`src/rtl/acia_pkg.sv`:
```
// Shared ACIA definitions: receiver state encoding, R_PMC parity-mode codes,
// default oversampling ratio and the expected-parity helper.
package acia_pkg;

  localparam int OVERSAMPLE_DEFAULT = 16;

  typedef enum logic [2:0] {
    ST_IDLE   = 3'd0,
    ST_START  = 3'd1,
    ST_DATA   = 3'd2,
    ST_PARITY = 3'd3,
    ST_STOP   = 3'd4
  } acia_state_t;

  localparam logic [1:0] PMC_ODD   = 2'b00;
  localparam logic [1:0] PMC_EVEN  = 2'b01;
  localparam logic [1:0] PMC_MARK  = 2'b10;
  localparam logic [1:0] PMC_SPACE = 2'b11;

  // Value the parity bit must carry for a given data byte and mode.
  function automatic logic parityExpected(input logic [7:0] data, input logic [1:0] pmc);
    logic result;
    case (pmc)
      PMC_ODD:  result = ~^data;
      PMC_EVEN: result = ^data;
      PMC_MARK: result = 1'b1;
      default:  result = 1'b0;
    endcase
    return result;
  endfunction

endpackage

```
`src/rtl/acia_sync.sv`:
```
// Multi-flop synchroniser for an asynchronous single-bit input, with a
// configurable reset value so an idle line never looks active out of reset.
module acia_sync #(
  parameter int   STAGES    = 2,
  parameter logic RESET_VAL = 1'b0
) (
  input  logic i_clk,
  input  logic i_rst_n,
  input  logic i_d,
  output logic o_q
);

  logic [STAGES-1:0] r_sync;

  always_ff @(posedge i_clk or negedge i_rst_n) begin
    if (!i_rst_n) begin
      r_sync <= {STAGES{RESET_VAL}};
    end else begin
      r_sync <= {r_sync[STAGES-2:0], i_d};
    end
  end

  assign o_q = r_sync[STAGES-1];

endmodule

```
`src/rtl/acia_rx.sv`:
```
// 6551-style ACIA receiver: 16x oversampled 8N/8P framing with a one-byte
// holding register carrying parity, framing and overrun status.
module acia_rx
  import acia_pkg::*;
#(
  parameter int OVERSAMPLE  = OVERSAMPLE_DEFAULT,
  parameter int SYNC_STAGES = 2
) (
  input  logic       BCLK,
  input  logic       RESET,
  input  logic       RXD,
  input  logic       R_PME,
  input  logic [1:0] R_PMC,
  input  logic       RXACK,
  output logic [7:0] RXDATA,
  output logic       RXFULL,
  output logic       PE,
  output logic       FE,
  output logic       OE,
  output logic       RXBUSY
);

  localparam int TICK_W = $clog2(OVERSAMPLE);
  localparam logic [TICK_W-1:0] TICK_MID  = TICK_W'(OVERSAMPLE / 2 - 1);
  localparam logic [TICK_W-1:0] TICK_LAST = TICK_W'(OVERSAMPLE - 1);
  localparam logic [TICK_W-1:0] TICK_ONE  = TICK_W'(1);

  logic w_rxdS;
  logic w_ackS;

  acia_sync #(.STAGES(SYNC_STAGES), .RESET_VAL(1'b1)) u_syncRxd (
    .i_clk   (BCLK),
    .i_rst_n (RESET),
    .i_d     (RXD),
    .o_q     (w_rxdS)
  );

  acia_sync #(.STAGES(SYNC_STAGES), .RESET_VAL(1'b0)) u_syncAck (
    .i_clk   (BCLK),
    .i_rst_n (RESET),
    .i_d     (RXACK),
    .o_q     (w_ackS)
  );

  acia_state_t       r_state,  w_stateNext;
  logic [TICK_W-1:0] r_tick,   w_tickNext;
  logic [2:0]        r_bitCnt, w_bitCntNext;
  logic [7:0]        r_shift,  w_shiftNext;
  logic              r_armed,  w_armedNext;
  logic              r_parErr, w_parErrNext;
  logic              w_complete;

  logic [7:0] r_data;
  logic       r_full;
  logic       r_pe;
  logic       r_fe;
  logic       r_oe;
  logic       r_ackPrev;
  logic       w_ackRise;

  always_ff @(posedge BCLK or negedge RESET) begin
    if (!RESET) begin
      r_state  <= ST_IDLE;
      r_tick   <= '0;
      r_bitCnt <= '0;
      r_shift  <= '0;
      r_armed  <= 1'b0;
      r_parErr <= 1'b0;
    end else begin
      r_state  <= w_stateNext;
      r_tick   <= w_tickNext;
      r_bitCnt <= w_bitCntNext;
      r_shift  <= w_shiftNext;
      r_armed  <= w_armedNext;
      r_parErr <= w_parErrNext;
    end
  end

  // The armed flag demands a high line before any start edge, so a held
  // break yields exactly one frame instead of retriggering.
  always_comb begin
    w_stateNext  = r_state;
    w_tickNext   = r_tick;
    w_bitCntNext = r_bitCnt;
    w_shiftNext  = r_shift;
    w_armedNext  = r_armed;
    w_parErrNext = r_parErr;
    w_complete   = 1'b0;
    case (r_state)
      ST_IDLE: begin
        w_tickNext   = '0;
        w_bitCntNext = '0;
        if (w_rxdS) begin
          w_armedNext = 1'b1;
        end else if (r_armed) begin
          w_stateNext  = ST_START;
          w_armedNext  = 1'b0;
          w_parErrNext = 1'b0;
        end
      end
      ST_START: begin
        if (r_tick == TICK_MID) begin
          w_tickNext  = '0;
          w_stateNext = w_rxdS ? ST_IDLE : ST_DATA;
        end else begin
          w_tickNext = r_tick + TICK_ONE;
        end
      end
      ST_DATA: begin
        if (r_tick == TICK_LAST) begin
          w_tickNext            = '0;
          w_shiftNext[r_bitCnt] = w_rxdS;
          if (r_bitCnt == 3'd7) begin
            w_bitCntNext = '0;
            w_stateNext  = R_PME ? ST_PARITY : ST_STOP;
          end else begin
            w_bitCntNext = r_bitCnt + 3'd1;
          end
        end else begin
          w_tickNext = r_tick + TICK_ONE;
        end
      end
      ST_PARITY: begin
        if (r_tick == TICK_LAST) begin
          w_tickNext   = '0;
          w_parErrNext = (w_rxdS != parityExpected(r_shift, R_PMC));
          w_stateNext  = ST_STOP;
        end else begin
          w_tickNext = r_tick + TICK_ONE;
        end
      end
      ST_STOP: begin
        if (r_tick == TICK_LAST) begin
          w_tickNext  = '0;
          w_complete  = 1'b1;
          w_stateNext = ST_IDLE;
        end else begin
          w_tickNext = r_tick + TICK_ONE;
        end
      end
      default: begin
        w_tickNext  = '0;
        w_stateNext = ST_IDLE;
      end
    endcase
  end

  assign w_ackRise = w_ackS & ~r_ackPrev;

  // A completing frame takes priority over a simultaneous acknowledge.
  always_ff @(posedge BCLK or negedge RESET) begin
    if (!RESET) begin
      r_data    <= '0;
      r_full    <= 1'b0;
      r_pe      <= 1'b0;
      r_fe      <= 1'b0;
      r_oe      <= 1'b0;
      r_ackPrev <= 1'b0;
    end else begin
      r_ackPrev <= w_ackS;
      if (w_complete) begin
        if (!r_full || w_ackRise) begin
          r_data <= r_shift;
          r_pe   <= r_parErr;
          r_fe   <= ~w_rxdS;
          r_full <= 1'b1;
          r_oe   <= 1'b0;
        end else begin
          r_oe <= 1'b1;
        end
      end else if (w_ackRise) begin
        r_full <= 1'b0;
        r_pe   <= 1'b0;
        r_fe   <= 1'b0;
        r_oe   <= 1'b0;
      end
    end
  end

  assign RXDATA = r_data;
  assign RXFULL = r_full;
  assign PE     = r_pe;
  assign FE     = r_fe;
  assign OE     = r_oe;
  assign RXBUSY = (r_state != ST_IDLE);

endmodule
```
`config.mk`:
```
export PLATFORM = sky130hd
export DESIGN_NAME = acia_rx
export DESIGN_NICKNAME = d
export VERILOG_FILES = /design/src/rtl/acia_pkg.sv /design/src/rtl/acia_sync.sv /design/src/rtl/acia_rx.sv
export SDC_FILE = /design/constraint.sdc
export NUM_CORES = 1
export LEC_CHECK = 0
export ABC_CLOCK_PERIOD_IN_PS = 1900
export BUFFER_PORTS_ARGS = -buffer_cell sky130_fd_sc_hd__buf_2
export CAP_MARGIN = 30
export CORE_MARGIN = 10
export CORE_UTILIZATION = 55
export CTS_BUF_LIST = sky130_fd_sc_hd__clkbuf_4
export DETAILED_ROUTE_END_ITERATION = 8
export PLACE_DENSITY = 0.87
export SLEW_MARGIN = 25
export SYNTH_ARGS = -nofsm -noshare
export SYNTH_HDL_FRONTEND = slang
export SYNTH_SLANG_ARGS = --single-unit
```
`constraint.sdc`:
```
create_clock -name BCLK -period 1.9 [get_ports BCLK]
set_input_delay 0.19 -clock BCLK [delete_from_list [all_inputs] [get_ports BCLK]]
set_output_delay 0.19 -clock BCLK [all_outputs]
set_load 0.01 [all_outputs]
```
After elaboration in Yosys (flattened, before gate mapping) --
Index checks and enable logic that the tools add are counted.
Word-level totals: register bits after elaboration 37, word-level logic and storage cells 95
Operators by class: $add $sub $neg 2, magnitude comparators 2, eq/ne operators 18, mux-type cells 38, bitwise logic cells 3, reductions and logical operators 18
Operators by type and width (number):
- $mux W3 | 10
- $mux W1 | 18
- $pmux W3 S5 | 1
- $ne A2 B2 Y1 const B | 7
- $bwmux W8 | 1
- $mux W4 | 2
- $pmux W4 S2 | 1
- $reduce_and A2 Y1 | 4
- $reduce_xnor A8 Y1 | 1
- $reduce_xor A8 Y1 | 1
- $reduce_and A7 Y1 | 1
- $eq A3 B2 Y1 const B | 2
- $eq A3 B3 Y1 const B | 2
- $pmux W3 S2 | 1
- $reduce_bool A2 Y1 | 3
- $add A4 B1 Y4 const B | 1
- $eq A4 B3 Y1 const B | 1
- $eq A4 B4 Y1 const B | 1
- $lt A3 B4 Y1 const B | 1
- $reduce_and A4 Y1 | 1
- $add A3 B1 Y3 const B | 1
- $demux W1 S3 | 1
- $eq A3 B1 Y1 const B | 1
- $ge A3 B1 Y1 const B | 1
- 16 further kinds | 17

Logic depth before layout (Yosys ltp) --
Gate-level depths: netlist (run 1).
depth after elaboration 7, depth in mapped cells 6, depth with buffers taken out 6

Hierarchy --
Synthesis (run 1) repeated with hierarchy kept, for this count alone.
Unflattened totals: cell total of the unflattened synthesis 147, area, all modules 1696.6 µm²
By module, submodules not included:
- acia_rx | instances 1, cells each 143, area each 1594.0 µm²
- acia_sync at u_syncRxd | instances 1, cells each 2, area each 52.6 µm²
- acia_sync at u_syncAck | instances 1, cells each 2, area each 50.0 µm²

Least setup slack after synthesis (run 1) --
OpenSTA, ideal clock, no wires.
kind reg-to-reg, start register r_tick[0], end register r_shift[7], library setup time 125 ps, data arrival time 1598 ps, data required time 1775 ps, slack 178 ps, cell stages (with the launch flop) 7, buffers on the path 0, path through dfrtp_1 ha_1 and3_2 and2_4 and3b_2 nand3_1 mux2_2
Between the ends: longest elaborated chain between the ends 2
RTL lines:
- start: declaration | line acia_rx.sv:46 | logic [TICK_W-1:0] r_tick, w_tickNext;
- start signal: assignment | line acia_rx.sv:71 | r_tick <= w_tickNext;
- $eq A4 B4 Y1 | line acia_rx.sv:110 | if (r_tick == TICK_LAST) begin
- $reduce_and A2 Y1 (no line)
- end signal: assignment | line acia_rx.sv:73 | r_shift <= w_shiftNext;
- end: declaration | line acia_rx.sv:48 | logic [7:0] r_shift, w_shiftNext;
No other way between the ends. A chain may end at the register's enable or synchronous reset.

Final worst setup path (run 1) --
Same ends and word-level chain as after synthesis.

==> run metrics, run 1 <==
outcome complete, no violations; Post-Route M1 WL between 1000 and 1500 µm; Worst Path Max Fanout 5; Ys Warns 0; 1st-iter DRT viols 75; top cells by count, synth dfrtp_1, mux2_2, nand2_1; crit end category register; Leak approximately 0.001 µW; maxcap violations 0; Reg-to-Reg Start r_tick[0]$_DFF_PN0_; Clock Latency Late Sink between 0.3 and 0.4 ns; Critical Path RT around 2.2 ns; Max stage delay on crit path around 0.41 ns; ratio of cells with drive above 1 in the final layout about a third; Rows 20; most numerous cell in the Yosys netlist dfrtp_1; hold path start R_PME; final antenna-violating net count 0; Seq cells post-synth 37; clock slew at reported path FFs approximately 0.11 ns; number of synthesized flops with an enable pin 0; endpoints failing setup 0; Netlist cell types 35; met2 WL approximately 1700 µm; initial antenna violation count 0; largest net degree at the start of global routing 38; vias per cell 5.37; Post-DP Area 0.00187 mm²; Routed WL per cell approximately 15 µm; DR WL met3 about 170 µm; Mean Syn Cell Area ~12 µm²; Boundary Pins 20; Worst Tran Pin Value 0.821 ns; critical path class reg -> reg; Synth Flop Type dfrtp_1; Die Wd approximately 76 µm; crit-path cells ha_2 > and3_2 > and2_4 > and3b_2 > nand3_1 > mux2_2; vias in the first global route ~1100; drt pass-1 iters 5; global route overflow 0; Slew Limit Fails 0; starting density of the core between 50% and 60%; syn nets 154; Ant. Diodes 0; WL final between 3000 and 4000 µm; CTS sink cnt 37; Core Area about 0.0030 mm²; Vias roughly 1200; Final nets between 150 and 200; CTS tree built; Final Instance Area 0.00198 mm²; DRC 0; Setup crit start r_tick[0]$_DFF_PN0_; Root Driver clkbuf_4; RSZ-0062 raised after global routing no; Die Y-Extent 75.8 µm; post-synthesis sequential area ratio a little over half; slew margin rel. roughly 45%; final core occ roughly two thirds; Yosys top cell by area dfrtp_1; area of the die around 0.0057 mm²; Tot GR Track Use 12.6%; Design Power 1450 µW; half-perimeter wire length after placement around 2400 µm; final worst-path cycle share ~95%; Hold WC Path Type in -> reg; first-pass GRT wire length about 5400 µm; final hold vios 0; setup TNS 0 ns; PD cells around 730 mW/mm²; Netlist Area Pre-Place approximately 0.0017 mm²; Setup crit start kind register; Critical Path AT between 2 and 2.5 ns; crit path max-delay cell type dfrtp_1; Synth area leaders dfrtp_1, mux2_2, xnor2_1; Final Wtd Congestion ~0.81; clock skew 0.00597 ns; Num CTS Buffers 5; Post-Synthesis Cells between 100 and 150; Fmax 0.557 GHz; Yosys top cell area share 51.2%; Final min period between 1.5 and 2 ns; uppermost layer routed met4; CTS Buffer Depth 2; H-tree depth 2; Async S/R FF share, synth 100%; worst vdd ir around 370 µV; Port-buffer cells 19; Synth-to-Final Area Change 15.6%
## power by group
group | switching, µW | leakage (µW) | internal, µW
registers | 28.1 | 0.000499 | 819
logic | 104 | 0.000457 | 78.5
clock network | 265 | 0.0000354 | 155
## critical path: cells and delay by family (launching register included)
kind	cells	cell delay (ns)
simple gates	4	0.72
flops	1	0.41
mux	1	0.34
fa+ha+maj	1	0.22
## cells in the final DEF (no fill, tap or decap), types with 4 or more instances in the layout
cell type	n
mux2_2	17
dfrtp_1	35
xnor2_1	8
nor2_1	7
buf_2	19
nand2_1	15
o21ai_0	6
a21oi_1	4
a22o_1	7
nand3_1	6
clkbuf_4	6
## final cells by class
cell class | count | area [µm²]
inverter | 3 | 11.3
timing repair buffer | 26 | 168
fill | 228 | 1050
multi-input combinational | 101 | 761
clock inverter | 2 | 10.0
clock buffer | 6 | 45.0
sequential | 37 | 928
tap | 44 | 55.1
## timing repair
item / CTS / global route
resized for setup: 0 / 1
endpoints found under the setup margin: 0 / 9
buffers inserted: 0 / 1
endpoints found under the hold margin: 37 / 0
hold buffers: 3 / 0
## path summary, 6_finish.rpt
kind                                            endpoint  slack, ns  depth (start not counted)
setup / recovery                  r_shift[7]$_DFFE_PN0P_       0.10                          6
hold / removal                    r_state[2]$_DFFE_PN0P_       0.20                          4
setup reg to reg                  r_shift[7]$_DFFE_PN0P_       0.10                          6
hold reg to reg            u_syncRxd.r_sync[1]$_DFF_PN1_       0.37                          0
max in group asynchronous         r_shift[3]$_DFFE_PN0P_       0.92                          2
min in group asynchronous            r_tick[3]$_DFF_PN0_       0.47                          2
## sequential cells by signal, summed over array words and instances (netlist names)
name	flops
PE	1
u_syncRxd.r_sync	2
r_tick	4
FE	1
RXFULL	1
r_parErr	1
r_state	3
u_syncAck.r_sync	2
r_ackPrev	1
r_shift	8
r_armed	1
RXDATA	8
r_bitCnt	3
OE	1
## metal layers
| metal | up-vias | GRT usage, % |
|---|---|---|
| li1 | 570 | - |
| met5 | - | 0 |
| met2 | 19 | 22.2 |
| met3 | 6 | 4.69 |
| met4 | 0 | 4.33 |
| met1 | 581 | 13.5 |
## per-stage QoR
stage,hold WS [ns],cells,setup slack (ns)
floorplan,-0.106,144,0.178
global placement,0.296,207,0.146
detailed placement,0.298,207,0.0824
CTS,0.183,218,0.0554
global route,0.206,219,0.0129
finish,0.196,219,0.104
## kinds of logic (layout without fill, tap and decap cells)
kind of cell | after synthesis | after routing | share of synthesized area (%)
DFF | 37 | 37 | 54.2
xor gates and xnor gates | 10 | 10 | 5.12
and+or+nand+nor | 48 | 48 | 15.6
muxes | 19 | 19 | 12.6
buffers and inverters | 6 | 37 | 1.46
adders and majority gates | 3 | 3 | 2.19
AOI/OAI and AO/OA | 21 | 21 | 8.70
Note: power is estimated with default switching activity, not from simulation.
==> run 2: changes to the inputs <==
--- a/config.mk
+++ b/config.mk
@@ -8,11 +8,11 @@
 export ABC_CLOCK_PERIOD_IN_PS = 1900
 export BUFFER_PORTS_ARGS = -buffer_cell sky130_fd_sc_hd__buf_2
 export CAP_MARGIN = 30
-export CORE_MARGIN = 10
-export CORE_UTILIZATION = 55
+export CORE_MARGIN = 3
+export CORE_UTILIZATION = 56
 export CTS_BUF_LIST = sky130_fd_sc_hd__clkbuf_4
 export DETAILED_ROUTE_END_ITERATION = 8
-export PLACE_DENSITY = 0.87
+export PLACE_DENSITY = 0.88
 export SLEW_MARGIN = 25
 export SYNTH_ARGS = -nofsm -noshare
 export SYNTH_HDL_FRONTEND = slang
==> run 2 against run 1 <==
Non-clock buffer count fell by 1. Sequential power about the same. Hold slack worse by 0.0068 ns. Clock power up 29%. Global-route usage is 7.4 points higher. Combinational power is essentially flat. Routed wire length fell by 5.4%. Critical path depth decreased by 1. Sequential share of layout area is 0.36 points higher. Final area is 0.76% lower. Largest power group unchanged.
==> run metrics, run 2 (same netlist as run 1, synthesis figures left out) <==
Critical Path AT 2.05 ns; crit path max-delay cell type dfrtp_1; critical path class reg -> reg; Worst Path Max Fanout 10; Die Y-Extent 61.3 µm; vias per cell just under 6; 1st-iter DRT viols 42; met2 WL around 1600 µm; Hold WS between 0.15 and 0.2 ns; most frequent cells in the layout dfrtp_1, buf_2, mux2_2, nand2_1, xnor2_1; most common cell after layout, fill and taps aside dfrtp_1; initial antenna violation count 0; final core occ a little over two thirds; Design Power 1580 µW; Hold WC Path Type in -> reg; Fmax around 0.55 GHz; maxcap violations 0; Final min period between 1.5 and 2 ns; Critical Path RT approximately 2.1 ns; Final nets about 180; worst hold path stage count 4; fill count about 190; Reg-to-Reg Start r_tick[0]$_DFF_PN0_; Worst Tran Pin Value ~0.8 ns; clock skew between 0.01 and 0.015 ns; final worst-path cycle share 95.0%; endpoints failing setup 0; Core Area 0.00283 mm²; starting density of the core ~60%; vias in the first global route between 1000 and 1500; Tot GR Track Use approximately a fifth; Multi-input gate area around 760 µm²; half-perimeter wire length after placement 2280 µm; Final WS setup 0.0944 ns; outcome complete, no violations; hold path start R_PME; area of the die 0.00376 mm²; Reg area ~930 µm²; clock slew at reported path FFs 0.11 ns; setup TNS 0 ns; ratio of cells with drive above 1 in the final layout between 30% and 40%; post-CTS sizing 0; Port-buffer cells 19; final hold vios 0; first-pass GRT wire length roughly 5400 µm; Synth-to-Final Area Change 14.7%; Bufs and invs on worst path 0; RSZ-0062 raised after global routing no; drt pass-1 iters 4; global route overflow 0; hold endpoint r_state[2]$_DFFE_PN0P_; post-CTS setup buffer count 0; CTS tree built; critical path's top delay family flip-flops; H-tree depth 2; largest net degree at the start of global routing 38; R2R setup slack approximately 0.094 ns; DRC 0; Die Wd 61.3 µm; Ant. Diodes 0; Leak roughly 0.00099 µW; Place WS 0.0926 ns; Boundary Pins 20; Reg-to-Reg End RXDATA[2]$_DFFE_PN0P_; Routed WL per cell around 15 µm; Setup crit start kind register; Final Wtd Congestion around 0.78; Post-Route M1 WL between 1000 and 1500 µm; DR WL met3 between 100 and 150 µm; slew margin rel. between 40% and 50%; Vias approximately 1200; Rows 19; worst vdd ir between 700 and 800 µV; Num CTS Buffers 5; WL final roughly 3200 µm; uppermost layer routed met4; final antenna-violating net count 0; worst reg2reg path depth 5; Clock Latency Late Sink 0.35 ns; crit end category register; PD cells approximately 800 mW/mm²; crit-path cells ha_1 > and3_2 > nand3_1 > a21oi_4 > mux2_2; Root Driver clkbuf_4; CTS sink cnt 37; CTS Buffer Depth 2; Max stage delay on crit path about 0.38 ns; cts-stage hold buffer count 3; Slew Limit Fails 0
[run 2: cell types whose count changed in the layout (fill, tap and decap cells not counted), sizes merged]
cell / before / now
bufinv: 0 / 1
buf: 23 / 22
clkinv: 2 / 1
[run 2: worst register-to-register path: cells and delay by family (launching register included)]
| family | cells | cell delay (ns) |
|---|---|---|
| AND/OR/NAND/NOR | 2 | 0.37 |
| multiplexers | 1 | 0.39 |
| adder cells (fa/ha/maj) | 1 | 0.23 |
| flip-flops | 1 | 0.38 |
| AO/OA/AOI/OAI | 1 | 0.34 |
[run 2: area by class of cell]
class / count / area share (%)
clock inverter: 2 / 1.72
tap: 31 / 1.98
sequential: 37 / 47.3
multi-input combinational: 101 / 38.6
inverter: 3 / 0.574
clock buffer: 6 / 2.29
timing repair buffer: 25 / 7.52
[run 2: power breakdown]
part           switching, µW  leakage (µW)  internal, µW
logic                    107      0.000452          77.7
registers               27.7      0.000499           819
clock network            256     0.0000433           288
[run 2: worst max path at each step]
stage                                    from                      to  slack, ns  depth (start not counted)
after global placement    r_tick[0]$_DFF_PN0_  r_shift[7]$_DFFE_PN0P_       0.15                          6
after CTS                 r_tick[0]$_DFF_PN0_   RXDATA[2]$_DFFE_PN0P_       0.08                          5
after floorplan           r_tick[0]$_DFF_PN0_  r_shift[7]$_DFFE_PN0P_       0.18                          6
after global routing      r_tick[0]$_DFF_PN0_   RXDATA[3]$_DFFE_PN0P_      0.004                          5
final                     r_tick[0]$_DFF_PN0_   RXDATA[2]$_DFFE_PN0P_       0.09                          5
after detailed placement  r_tick[0]$_DFF_PN0_   RXDATA[0]$_DFFE_PN0P_       0.09                          5
[run 2: metrics by stage]
stage / cell area, µm² / instances
after floorplan: 1710 / 144
after global placement: 1850 / 194
after detailed placement: 1850 / 194
after CTS: 1960 / 205
after global routing: 1960 / 205
final: 1960 / 205
[run 2: routing by layer]
metal | vias up | global-route usage (%)
met2 | 22 | 32.2
li1 | 571 | -
met5 | - | 0
met3 | 5 | 6.92
met1 | 586 | 24.3
met4 | 0 | 8.98
==> run 3: changes to the inputs <==
--- a/config.mk
+++ b/config.mk
@@ -11,7 +11,9 @@
 export CORE_MARGIN = 3
 export CORE_UTILIZATION = 56
 export CTS_BUF_LIST = sky130_fd_sc_hd__clkbuf_4
+export CTS_CLUSTER_SIZE = 10
 export DETAILED_ROUTE_END_ITERATION = 8
+export GPL_TIMING_DRIVEN = 0
 export PLACE_DENSITY = 0.88
 export SLEW_MARGIN = 25
 export SYNTH_ARGS = -nofsm -noshare
==> constraint.sdc (replaced) <==
create_clock -name BCLK -period 1.9 [get_ports BCLK]
set_input_delay 0.19 -clock BCLK [delete_from_list [all_inputs] [get_ports BCLK]]
set_output_delay 0.19 -clock BCLK [all_outputs]
set_load 0.1 [all_outputs]
==> run 3 against run 2 <==
Critical path depth increased by 1. Sequential power about the same. Clock skew shrank 0.011 ns. Sequential share of layout area is the same. Highest routed layer unchanged.
==> run metrics, run 3 (same netlist as run 1, synthesis figures left out) <==
clock skew approximately 0.0016 ns; PD cells 756 mW/mm²; WL final roughly 3100 µm; Worst Tran Pin Value between 0.7 and 0.8 ns; Critical Path AT 2.03 ns; Final Instance Area approximately 0.0020 mm²; most frequent cells in the layout dfrtp_1, buf_2, mux2_2, nand2_1, xnor2_1; Critical Path RT 2.13 ns; Boundary Pins 20; global route overflow 0; clock slew at reported path FFs around 0.10 ns; Worst Path Max Fanout 5; vias per cell approximately 6; crit end category register; starting density of the core between 60 and 70%; placed cells about 190; Core Area between 0.002 and 0.003 mm²; DRC 0; Design Power 1480 µW; maxcap violations 0; outcome complete, no violations; area of the die approximately 0.0038 mm²; RSZ-0062 raised after global routing no; initial antenna violation count 0; final antenna-violating net count 0; setup TNS 0 ns; Fmax between 0.5 and 0.6 GHz; Final nets between 150 and 200; drt pass-1 iters 4; Tot GR Track Use around 20%; Hold WS between 0.2 and 0.25 ns; H-tree depth 2; Synth-to-Final Area Change 14.7%; largest net degree at the start of global routing 38; Num CTS Buffers 5; CTS tree built; Leak just under 0.001 µW; Die Y-Extent between 60 and 70 µm; slew margin rel. about 47%; vias in the first global route about 1200; Hold WC Path Type in -> reg; endpoints failing setup 0; first-pass GRT wire length 5290 µm; Non-Filler Instances between 200 and 250; 1st-iter DRT viols 59; Die Wd just over 60 µm; CTS sink cnt 37; Setup crit start kind register; Vias 1201; Slew Limit Fails 0; ratio of cells with drive above 1 in the final layout between 30 and 40%; final hold vios 0; critical path class reg -> reg; CTS Buffer Depth 2; Port-buffer cells 19; Routed WL per cell 15.0 µm; Post-DP Area around 0.0018 mm²; Rows 19; Clock Latency Late Sink ~0.33 ns; Root Driver clkbuf_4; worst vdd ir 482 µV; most common cell after layout, fill and taps aside dfrtp_1; Ant. Diodes 0; half-perimeter wire length after placement 2230 µm; final worst-path cycle share a little over nine tenths; Final min period between 1.5 and 2 ns; Final Wtd Congestion 0.789
## run 3: changes by cell type in the layout (fill, tap and decap cells not counted)
cell / change
buf_4: -3
buf_12: +1
buf_2: +1
buf_6: +1
bufinv_16: -1
clkbuf_1: +1
ha_1: -1
ha_2: +1
nand3_1: -1
nand3_2: +1
or3_1: -1
or3_4: +1
## run 3: where the power goes
part           switching, µW  internal (µW)
Clock                    237            149
Sequential              28.5            819
Combinational            162           89.7
Total                    427           1060
## run 3: worst paths after layout
check | end | slack, ns | depth (start not counted) | start
setup / recovery | r_shift[6]$_DFFE_PN0P_ | 0.10 | 6 | r_tick[0]$_DFF_PN0_
hold / removal | r_parErr$_DFFE_PN0P_ | 0.24 | 4 | R_PMC[1]
setup reg to reg | r_shift[6]$_DFFE_PN0P_ | 0.10 | 6 | r_tick[0]$_DFF_PN0_
hold reg to reg | u_syncAck.r_sync[1]$_DFF_PN0_ | 0.36 | 0 | u_syncAck.r_sync[0]$_DFF_PN0_
max in group asynchronous | r_shift[4]$_DFFE_PN0P_ | 0.93 | 2 | RESET
min in group asynchronous | RXFULL$_DFFE_PN0P_ | 0.47 | 2 | RESET
## run 3: layer usage
| metal | wire length, µm | vias to the layer above | GRT usage, % |
|---|---|---|---|
| met5 | 0 | - | 0 |
| met4 | 77 | 0 | 9.60 |
| met3 | 124 | 7 | 5.66 |
| met2 | 1470 | 29 | 31.4 |
| met1 | 1400 | 590 | 24.6 |
| li1 | - | 575 | - |
## run 3: per-stage QoR
stage          setup WS [ns]  util [%]
2_1_floorplan         0.0112         -
3_3_place_gp          0.0572      65.2
3_5_place_dp        -0.00128      65.2
4_1_cts               0.0201      68.8
5_1_grt              0.00685      69.4
6_report               0.100      69.4
## run 3: area by class of cell
type                    count  area [µm²]
plain buffers               3        13.8
clock buffers               6        45.0
clock inverters             1        3.75
fillers                   192         866
inverters                   3        11.3
multi-input cells         101         771
flip-flops and latches     37         928
well taps                  31        38.8
repair buffers             23         151
## run 3: repair_timing
action                                 in CTS  in global routing
setup endpoints to repair                   4                 12
pin swaps                                   0                  1
endpoints found under the hold margin      37                  0
hold buffers                                3                  0
gates resized for setup                     1                  4
buffers inserted                            1                  0
gates cloned                                0                  0
## run 3: worst max-delay path, stage by stage, from the launching register on
cell     delay, ns
dfrtp_1       0.38
ha_2          0.22
and3_2        0.23
and2_4        0.17
nor3b_4       0.25
nand3_1       0.13
mux2_4        0.31
